File: config.mk
export PLATFORM = sky130hd
export DESIGN_NAME = pipeline_stage
export DESIGN_NICKNAME = d
export VERILOG_FILES = /design/src/rtl/pipeline_stage.sv
export SDC_FILE = /design/constraint.sdc
export NUM_CORES = 1
export LEC_CHECK = 0
export ABC_AREA = 1
export CORE_ASPECT_RATIO = 0.7
export CORE_MARGIN = 4
export CORE_UTILIZATION = 41
export DETAILED_ROUTE_END_ITERATION = 10
export PLACE_DENSITY = 0.79
export SLEW_MARGIN = 20
export SYNTH_ARGS = -nofsm -noshare
export SYNTH_HDL_FRONTEND = slang
export SYNTH_SLANG_ARGS = --single-unit
File: constraint.sdc
create_clock -name CLK -period 1.4 [get_ports CLK]
set_input_delay 0.28 -clock CLK [delete_from_list [all_inputs] [get_ports CLK]]
set_output_delay 0.28 -clock CLK [all_outputs]
set_load 0.01 [all_outputs]
File: src/rtl/pipeline_stage.sv
// rtl/pipeline_stage.sv - valid/ready register slice; optional one-entry skid buffer under PIPELINE_STAGE_SKID_EN
module pipeline_stage #(
  parameter int DATA_W = 32,
  parameter int NDATA  = 2,
  parameter int CTRL_W = 2,
  parameter int RD_W   = 5
) (
  input  logic                    CLK,
  input  logic                    RESET,
  input  logic                    in_valid,
  output logic                    in_ready,
  input  logic [CTRL_W-1:0]       in_ctrl,
  input  logic [DATA_W*NDATA-1:0] in_data,
  input  logic [RD_W-1:0]         in_rd,
  input  logic                    flush,
  output logic                    out_valid,
  input  logic                    out_ready,
  output logic [CTRL_W-1:0]       out_ctrl,
  output logic [DATA_W*NDATA-1:0] out_data,
  output logic [RD_W-1:0]         out_rd,
  output logic [1:0]              occupancy
);
  localparam int PW = DATA_W * NDATA;

  logic              outValid, outValidNext;
  logic [CTRL_W-1:0] outCtrlQ, outCtrlNext;
  logic [PW-1:0]     outDataQ, outDataNext;
  logic [RD_W-1:0]   outRdQ, outRdNext;
  logic              accept, deliver;

  // A flushed cycle never accepts, whatever in_ready says.
  assign accept    = in_valid && in_ready && !flush;
  assign deliver   = outValid && out_ready;
  assign out_valid = outValid;
  assign out_ctrl  = outValid ? outCtrlQ : '0;
  assign out_data  = outDataQ;
  assign out_rd    = outRdQ;

`ifdef PIPELINE_STAGE_SKID_EN
  logic              skidValid, skidValidNext;
  logic [CTRL_W-1:0] skidCtrlQ, skidCtrlNext;
  logic [PW-1:0]     skidDataQ, skidDataNext;
  logic [RD_W-1:0]   skidRdQ, skidRdNext;
  logic              inReadyQ;

  assign in_ready  = inReadyQ;
  assign occupancy = {1'b0, outValid} + {1'b0, skidValid};

  always_comb begin
    outValidNext  = outValid;
    outCtrlNext   = outCtrlQ;
    outDataNext   = outDataQ;
    outRdNext     = outRdQ;
    skidValidNext = skidValid;
    skidCtrlNext  = skidCtrlQ;
    skidDataNext  = skidDataQ;
    skidRdNext    = skidRdQ;
    if (flush) begin
      outValidNext  = 1'b0;
      skidValidNext = 1'b0;
    end else if (skidValid) begin
      // Full: in_ready is low, so only a deliver can move things.
      if (deliver) begin
        outCtrlNext   = skidCtrlQ;
        outDataNext   = skidDataQ;
        outRdNext     = skidRdQ;
        skidValidNext = 1'b0;
      end
    end else if (accept && (!outValid || deliver)) begin
      outValidNext = 1'b1;
      outCtrlNext  = in_ctrl;
      outDataNext  = in_data;
      outRdNext    = in_rd;
    end else if (accept) begin
      skidValidNext = 1'b1;
      skidCtrlNext  = in_ctrl;
      skidDataNext  = in_data;
      skidRdNext    = in_rd;
    end else if (deliver) begin
      outValidNext = 1'b0;
    end
  end

  always_ff @(posedge CLK) begin
    if (RESET) begin
      skidValid <= 1'b0;
      skidCtrlQ <= '0;
      skidDataQ <= '0;
      skidRdQ   <= '0;
      inReadyQ  <= 1'b1;
    end else begin
      skidValid <= skidValidNext;
      skidCtrlQ <= skidCtrlNext;
      skidDataQ <= skidDataNext;
      skidRdQ   <= skidRdNext;
      inReadyQ  <= !(outValidNext && skidValidNext);
    end
  end
`else
  assign in_ready  = !outValid || out_ready;
  assign occupancy = {1'b0, outValid};

  always_comb begin
    outValidNext = outValid;
    outCtrlNext  = outCtrlQ;
    outDataNext  = outDataQ;
    outRdNext    = outRdQ;
    if (flush) begin
      outValidNext = 1'b0;
    end else if (accept) begin
      outValidNext = 1'b1;
      outCtrlNext  = in_ctrl;
      outDataNext  = in_data;
      outRdNext    = in_rd;
    end else if (deliver) begin
      outValidNext = 1'b0;
    end
  end
`endif

  always_ff @(posedge CLK) begin
    if (RESET) begin
      outValid <= 1'b0;
      outCtrlQ <= '0;
      outDataQ <= '0;
      outRdQ   <= '0;
    end else begin
      outValid <= outValidNext;
      outCtrlQ <= outCtrlNext;
      outDataQ <= outDataNext;
      outRdQ   <= outRdNext;
    end
  end
endmodule

==> flow_metrics.env, run 1 <==
export IMPL_period_share_pct=95.59
export IMPL_syn2layout_area_growth_pct=56.80
export IMPL_cts_buffers=9
export IMPL_synth_most_common_cell="inv_1"
export IMPL_synth_ff_latch_count=72
export IMPL_insertion_delay_ns=0.32
export IMPL_p_clk_share_pct=45.4
export IMPL_power_per_cell_area_mw_per_mm2=1155
export IMPL_syn_inst=478
export IMPL_syn_area_mm2=0.003241
export IMPL_core_mm2=0.007482
export IMPL_cts_max_level=3
export IMPL_cts_tree="done"
export IMPL_period_needed_ns=1.338
export IMPL_grt_max_degree=83
export IMPL_drv_slew=0
export IMPL_routed_wirelength_um=8850
export IMPL_yosys_warnings=0
export IMPL_syn_nets=554
export IMPL_intPower_mw=4.521
export IMPL_outcome="finished clean"
export IMPL_cts_root_buf="clkbuf_16"
export IMPL_die_w_um=114.3
export IMPL_async_flop_share_pct=0
export IMPL_gp_congestion=0.7891
export IMPL_synth_top_area_share_pct=44.48
export IMPL_ant_nets=0
export IMPL_required_ns=1.62
export IMPL_pwr_share_seq_pct=38.5
export IMPL_crit_type="input pin to flip-flop"
export IMPL_ios=151
export IMPL_drt_drc_violations_left=0
export IMPL_row_count=26
export IMPL_die_h_um=82.38
export IMPL_io_buffer_count=149
export IMPL_nets=684
export IMPL_synthTopCellsByArea="dfxtp_1 44%, a21oi_1 11%, nand3_1 11%, inv_1 8.6%, nand2_1 8.5%"
export IMPL_place_hpwl_um=5844
export IMPL_synth_enable_flop_cells=0
export IMPL_avgSynthCellArea_um2=6.780
export IMPL_critPathLaunchType="input pin"
export IMPL_clkSinkCount=72
export IMPL_synthDistinctLibCells=16
export IMPL_stdcell_count=711
export IMPL_vias_per_cell=4.726
export IMPL_drive_gt1_share_pct=5.710
export IMPL_max_cap_violations=0
export IMPL_end_kind="flip-flop"
export IMPL_clk_pin_slew_ns=0.06
export IMPL_peakVddDrop_mv=0.6778
export IMPL_routedWlPerCell_um=12.45
export IMPL_cts_buffer_depth=2
export IMPL_fin_worst_skew_ns=0.004618
export IMPL_dpl_cell_area_mm2=0.004763
export IMPL_setup_viol=0
export IMPL_regArea_mm2=0.001445
export IMPL_crit_arrival_ns=1.55
export IMPL_max_freq_ghz=0.7472
export IMPL_drtIter0Drc=207
export IMPL_grt_pass1_vias=3041
export IMPL_num_vias=3360
export IMPL_hp_class="flip-flop to flip-flop"
export IMPL_reg2reg_slack_ns=0.18
export IMPL_synth_top_cell_by_area="dfxtp_1"
export IMPL_antenna_found_initial=0
export IMPL_ys_seq_area_share_pct=44.48
export IMPL_switching_share_pct=22.98
export IMPL_diodes=0
export IMPL_multiInputGateArea_mm2=0.001308
export IMPL_fin_ws_ns=0.06175
export IMPL_rsz0062_at_grt="true"
export IMPL_combPwrFrac_pct=16.1
export IMPL_grt_pass1_wl_um=13740
export IMPL_p_switching_mw=1.349
export IMPL_synthTopCellsByCount="74 x inv_1, 73 x nand2_1, 72 x a21oi_1, 72 x dfxtp_1"
export IMPL_die_area_mm2=0.009413
export IMPL_num_fill_cells=680
export IMPL_hold_violations=0
export IMPL_grt_overflow=0
export IMPL_synth_flop_cell="dfxtp_1"
export IMPL_grt_total_usage_pct=18.02
export IMPL_drt_pass1_iter_count=5
export IMPL_power_leakage_nw=2.659
export IMPL_initial_utilization_pct=43.31
export IMPL_setup_tns_ns=0
export IMPL_dp_cells=694
export IMPL_design_area_mm2=0.005081
export IMPL_critical_path_peak_fanout=75
export IMPL_place_ws_ns=-0.3464
cells by family (layout without fill, tap and decap cells):
group	Yosys count	in the layout	synth area share, %
AO/OA/AOI/OAI	72	72	11.12
buffers and inverters	115	250	15.95
flip-flops	72	72	44.48
other	1	1	0.1157
AND/OR/NAND/NOR	218	218	28.34
power by group through the flow:
stage | Sequential (mW) | Combinational (mW) | Clock, mW
after floorplan | 2.37 | 0.408 | 0
after global placement | 2.30 | 1.01 | 0
after detailed placement | 2.31 | 1.03 | 0
after CTS | 2.26 | 0.937 | 2.71
after global routing | 2.28 | 1.05 | 2.81
final | 2.26 | 0.943 | 2.67
layer usage:
layer | GRT usage [%] | vias up | routed length (um)
met5 | 0 | - | 0
met1 | 21.26 | 1505 | 3889
met3 | 6.045 | 10 | 641
li1 | - | 1742 | -
met2 | 31.13 | 103 | 4199
met4 | 6.168 | 0 | 119
flip-flops by register name, summed over array words and instances, names as in the netlist:
name	cells
outCtrlQ	2
out_data	64
out_rd	5
out_valid	1
cells in the final DEF (no fill, tap or decap), types with 3 or more instances in the layout:
| cell | netlist | final |
|---|---|---|
| clkbuf_16 | 0 | 10 |
| nand3_2 | 0 | 4 |
| nand2_1 | 73 | 73 |
| dlygate4sd2_1 | 0 | 71 |
| nand3_1 | 71 | 67 |
| inv_1 | 74 | 74 |
| buf_12 | 0 | 5 |
| a21oi_1 | 72 | 72 |
| bufinv_16 | 0 | 3 |
| clkdlybuf4s50_1 | 0 | 75 |
| nor2_1 | 71 | 71 |
| dfxtp_1 | 72 | 71 |
what timing repair did:
action	CTS	global route
hold endpoints to repair	0	0
gates cloned	0	1
gates resized for setup	79	7
hold buffers	0	0
setup endpoints to repair	74	18
setup buffers	0	0
critical path, stage by stage:
cell	delay (ns)
clkdlybuf4s50_1	0.46
inv_1	0.07
nand2_4	0.06
buf_4	0.14
buf_16	0.27
nand3_1	0.12
nand2_1	0.08
nor2_1	0.04
path summary, 6_finish.rpt:
| check | start | to | depth (start not counted) |
|---|---|---|---|
| worst max register to register | out_valid | out_data[14] | 6 |
| worst min-delay path | out_data[7] | out_data[7] | 2 |
| worst min register to register | out_data[7] | out_data[7] | 2 |
| worst max-delay path | out_ready | out_data[14] | 8 |
through the flow:
stage / utilization, % / hold slack (ns) / total power [mW]
final: 67.91 / 0.4710 / 5.870
after global routing: 67.91 / 0.4938 / 6.136
after CTS: 67.17 / 0.4765 / 5.913
after detailed placement: 63.66 / 0.4667 / 3.338
after global placement: 63.66 / 0.4597 / 3.312
after floorplan: - / 0.3568 / 2.776
final cells by class:
cell class / count / share of cell area, %
repair buffers: 158 / 30.81
clock buffers: 11 / 4.974
inverters: 76 / 5.614
flip-flops and latches: 72 / 28.44
well taps: 98 / 2.413
multi-input cells: 291 / 25.73
clock inverters: 5 / 2.019
Power figures use the tool's default switching activity.
==> inputs of run 2 (changes only) <==
--- a/config.mk
+++ b/config.mk
@@ -7,7 +7,7 @@
 export LEC_CHECK = 0
 export ABC_AREA = 1
 export CORE_ASPECT_RATIO = 0.7
-export CORE_MARGIN = 4
+export CORE_MARGIN = 2
 export CORE_UTILIZATION = 41
 export DETAILED_ROUTE_END_ITERATION = 10
 export PLACE_DENSITY = 0.79
==> run 2 against run 1 <==
Global-route usage increased by 0.71 points. Via count decreased by 1.4%. Maximum frequency decreased by 1.7%. Worst setup slack got worse by 0.022 ns. Power decreased by 2.7%. Largest cell class unchanged. Sequential share of layout area increased by 0.13 points. Clock-buffer cell count increased by 1. Critical path depth decreased by 6. Sequential power about the same. Wire length decreased by 7.7%. Cell area decreased by 0.44%. Clock power decreased by 6%.
==> flow_metrics.env, run 2 (synthesis results as in run 1) <==
export IMPL_fin_util_pct=65.10
export IMPL_combPwrFrac_pct=16.4
export IMPL_cts_tree="done"
export IMPL_layout_commonest_cell="clkdlybuf4s50_1"
export IMPL_drtIter0Drc=184
export IMPL_place_hpwl_um=5557
export IMPL_initial_utilization_pct=41.71
export IMPL_postCtsSetupBuffers=0
export IMPL_num_fill_cells=703
export IMPL_max_freq_ghz=0.7349
export IMPL_ios=151
export IMPL_p_clk_share_pct=44.0
export IMPL_startpoint="out_valid"
export IMPL_cp_depth=2
export IMPL_crit_arrival_ns=1.08
export IMPL_clk_pin_slew_ns=0.05
export IMPL_peakVddDrop_mv=0.6407
export IMPL_die_h_um=78.38
export IMPL_critical_path_peak_fanout=5
export IMPL_most_common_layout_cells="75 x clkdlybuf4s50_1, 74 x inv_1, 73 x nand2_1, 73 x dlygate4sd2_1, 72 x a21oi_1"
export IMPL_total_power_mw=5.711
export IMPL_rsz0062_at_grt="false"
export IMPL_gp_congestion=0.7886
export IMPL_grt_pass1_vias=2922
export IMPL_r2r_cells=6
export IMPL_cts_root_buf="clkbuf_16"
export IMPL_reg2reg_slack_ns=0.22
export IMPL_critPathLaunchType="flip-flop"
export IMPL_drt_drc_violations_left=0
export IMPL_insertion_delay_ns=0.32
export IMPL_pwr_share_seq_pct=39.6
export IMPL_period_share_pct=97.19
export IMPL_routed_wirelength_um=8169
export IMPL_drive_gt1_share_pct=5.366
export IMPL_vias_per_cell=4.627
export IMPL_crit_type="flip-flop to output port"
export IMPL_intPower_mw=4.393
export IMPL_diodes=0
export IMPL_fin_worst_skew_ns=0.005428
export IMPL_path_buf_inv=2
export IMPL_hold_violations=0
export IMPL_nets=686
export IMPL_required_ns=1.12
export IMPL_clkSinkCount=72
export IMPL_core_mm2=0.007770
export IMPL_power_leakage_nw=2.658
export IMPL_ant_nets=0
export IMPL_max_cap_violations=0
export IMPL_hold_path_depth=2
export IMPL_worstReg2RegStart="out_valid"
export IMPL_row_count=27
export IMPL_drv_slew=0
export IMPL_power_per_cell_area_mw_per_mm2=1129
export IMPL_crit_path_cell_trace="buf_4, dlygate4sd2_1"
export IMPL_syn2layout_area_growth_pct=56.10
export IMPL_die_area_mm2=0.008642
export IMPL_grt_total_usage_pct=18.74
export IMPL_num_vias=3313
export IMPL_p_switching_mw=1.318
export IMPL_cpLargestDelayFamily="buffers and inverters"
export IMPL_largest_reg_flops=64
export IMPL_end_kind="output port"
export IMPL_switching_share_pct=23.08
export IMPL_period_needed_ns=1.361
export IMPL_grt_pass1_wl_um=12990
export IMPL_cts_buffer_depth=2
export IMPL_max_stage_delay_ns=0.36
export IMPL_grt_max_degree=62
export IMPL_setup_viol=0
export IMPL_cts_buffers=9
export IMPL_cts_max_level=3
export IMPL_io_buffer_count=149
export IMPL_die_w_um=110.3
export IMPL_grt_overflow=0
export IMPL_hold_path_startpoint="out_data[0]"
export IMPL_drt_pass1_iter_count=4
export IMPL_hp_class="flip-flop to flip-flop"
export IMPL_outcome="finished clean"
export IMPL_antenna_found_initial=0
export IMPL_cp_slowest_cell="dfxtp_4"
export IMPL_routedWlPerCell_um=11.41
run 2: path summary, 6_finish.rpt:
kind / endpoint
max reg2reg: out_data[32]
min reg2reg: out_data[0]
min: out_data[0]
max: occupancy[0]
run 2: stage by stage:
stage                     hold WS, ns  setup WS (ns)  setup TNS [ns]  cells  cell area, um^2
after CTS                      0.4775        0.02173               0    716             5051
final                          0.4720        0.03929               0    716             5059
after global placement         0.4604        -0.3411          -12.44    700             4802
after floorplan                0.3568         0.2137               0    478             3241
after detailed placement       0.4691        -0.3347          -14.17    700             4802
after global routing           0.4929       0.002274               0    716             5059
run 2: area by class of cell:
type                            instances  area, um^2  share of cell area (%)
Clock buffer                           12       266.5                   5.268
Clock inverter                          4       75.07                   1.484
Inverter                               76       285.3                   5.639
Multi-Input combinational cell        291        1287                   25.45
Sequential cell                        72        1445                   28.57
Tap cell                              101       126.4                   2.498
Timing Repair Buffer                  160        1573                   31.09
run 2: tightest hold or removal path, stage by stage, from the launching register on:
cell     delay (ns)
dfxtp_1        0.32
a21oi_1        0.04
nor2_1         0.08
run 2: power by group through the flow:
stage | Clock (mW) | Sequential [mW] | Combinational, mW
2_1_floorplan | 0 | 2.37 | 0.408
5_1_grt | 2.68 | 2.28 | 1.04
4_1_cts | 2.58 | 2.26 | 0.943
3_5_place_dp | 0 | 2.31 | 1.03
3_3_place_gp | 0 | 2.30 | 1.01
6_report | 2.52 | 2.26 | 0.935
run 2: what timing repair did:
action / 4_1_cts / 5_1_grt
hold buffers: 0 / 0
endpoints found under the hold margin: 0 / 0
endpoints found under the setup margin: 74 / 1
resized for setup: 79 / 1
pin swaps: 0 / 0
run 2: routing by layer:
metal	vias up	part of all wire, %	track usage (%)
met5	-	0	0
li1	1745	-	-
met2	100	46	32.52
met1	1462	45	22.12
met3	6	8.1	6.478
met4	0	0.65	4.500
==> RTL edit, RTL diff (config.mk and constraints of run 2) <==
The parameter `CTRL_W` goes from 2 to 4.
--- a/src/rtl/pipeline_stage.sv
+++ b/src/rtl/pipeline_stage.sv
@@ -2,7 +2,7 @@
 module pipeline_stage #(
   parameter int DATA_W = 32,
   parameter int NDATA  = 2,
-  parameter int CTRL_W = 2,
+  parameter int CTRL_W = 4,
   parameter int RD_W   = 5
 ) (
   input  logic                    CLK,
Interface: changed (resized in_ctrl and out_ctrl); port bits go from 151 to 155. No check against the original RTL was run, so the function may have changed too.
==> RTL edit against run 2 <==
Worst setup slack better by 0.022 ns. Largest cell class unchanged. Global-route usage is 1.1 points higher. Sequential cell count is 2 higher. Critical endpoint is now out_data[34]. Final area is 3.0% higher. Synthesized area is 4.8% higher. Total power is 4.3% higher. Wire length is 8.9% higher. Combinational power is 3.1% higher.
==> RTL edit: results (changes against run 2) <==
metric	value	unit	change
clock latency on the worst-skew pair	0.32	ns	about the same
clock buffer count from CTS	9		unchanged
Global Route Usage Sum	19.79	%	+1.1 points
first-iteration detailed-routing DRC count	227		+23%
max FFs per register	64		unchanged
via count	3448		+4.1%
# Max-Cap Violations	0		unchanged
Clock Tree Root	clkbuf_16		
peak supply drop	671.8	uV	+4.9%
multiplexer share of the synthesized area	0	%	unchanged
vias in the first global route	3219		+10%
nets@finish	710		+3.5%
ys flop type	dfxtp_1		
initial antenna violation count	0		unchanged
placed cell areas	0.004942	sq mm	+2.9%
Placer Congestion	0.7902		+0.20%
asr flop ratio synth	0	%	unchanged
DR pass1 iterations	4		unchanged
synth top area cells	dfxtp_1 (44%), a21oi_1 (11%), nand3_1 (11%), inv_1 (8.7%), nand2_1 (8.6%)		
DP HPWL	6.148	mm	+11%
Lkg Pwr	2.753	nW	+3.6%
share of layout cells above drive strength 1	6.122	%	+0.76 points
post-synthesis adder-cell area fraction	0	%	unchanged
crit path max fanout	68		+63
WP data required	1.61	ns	+0.49 ns
family with the most delay on the worst path	buffers and inverters		
Synth Area in Compound Gates	10.90	%	-0.22 points
critical path's largest stage delay	0.47	ns	+0.11 ns
dpl ws	-0.3638	ns	-0.02905 ns
syn_nets	574		+3.6%
number of fill cells in the layout	732		+4.1%
CTS H-Tree Depth	3		unchanged
HP Class	reg -> reg		
Warnings, synthesis	0		unchanged
post-synthesis xor/xnor area fraction	0	%	unchanged
Setup Skew	0.007516	ns	+0.002089 ns
Commonest cells post-synth	inv_1 (79), nand2_1 (78), a21oi_1 (74), dfxtp_1 (74), nor2_1 (74)		
Clock transition at path regs	0.06	ns	
routed wire length	8.897	mm	+8.9%
first-pass GRT wire length	14.62	mm	+13%
status	completed		
Buffers on Ports	153		+2.7%
Post-CTS Setup Bufs	0		unchanged
Netlist cell types	13		-3
fin util	65.61	%	+0.51 points
sequential element share of the synthesized area	43.61	%	-0.87 points
largest net degree at the start of global routing	69		+11%
Clock Path Buffers	2		unchanged
slowest CP cell	clkdlybuf4s50_1		
[RTL edit: final timing paths]
| path | end | start | slack [ns] | cells after the start |
|---|---|---|---|---|
| worst min-delay path | out_data[61] | out_data[61] | 0.47 | 2 |
| worst min register to register | out_data[61] | out_data[61] | 0.47 | 2 |
| worst max register to register | out_data[34] | out_valid | 0.13 | 7 |
| worst max-delay path | out_data[34] | out_ready | 0.06 | 8 |
[RTL edit: cell type report]
cell class	count	area share, %
clock inverter	4	1.874
inverter	80	5.765
tap	101	2.426
sequential	74	28.46
clock buffer	12	4.924
multi-input combinational	301	25.73
timing repair buffer	166	30.82
[RTL edit: kinds of logic after synthesis]
family | Yosys count
buffers and inverters | 121
and+or+nand+nor | 226
DFF | 74
AOI/OAI and AO/OA | 74
other | 1
[RTL edit: worst min-delay path: stages (launching register included)]
cell	delay [ns]
dfxtp_1	0.32
a21oi_1	0.04
nor2_1	0.08
[RTL edit: metal layers]
layer | vias up | track usage [%] | share of wire, % | routed length [microns]
li1 | 1808 | - | - | -
met1 | 1537 | 23.67 | 44 | 3924
met2 | 99 | 34.67 | 48 | 4301
met3 | 4 | 6.038 | 6.7 | 596
met4 | 0 | 5.488 | 0.83 | 74
met5 | - | 0 | 0 | 0
[RTL edit: repair_timing]
action | in CTS | in global routing
cloned | 0 | 0
gates resized for setup | 87 | 8
setup endpoints to repair | 76 | 14
[RTL edit: stage by stage]
step	setup TNS (ns)	cells	hold slack (ns)
floorplan	0	496	0.3568
global placement	-16.63	722	0.4597
detailed placement	-17.05	722	0.4691
CTS	0	738	0.4792
global route	-0.003442	738	0.4989
finish	0	738	0.4727
[RTL edit: where the power goes]
group          internal (mW)  total (mW)  switching (mW)
Sequential              2.25        2.33          0.0751
Clock                   1.84        2.66           0.825
Combinational          0.508       0.964           0.455
Total                   4.60        5.96            1.36
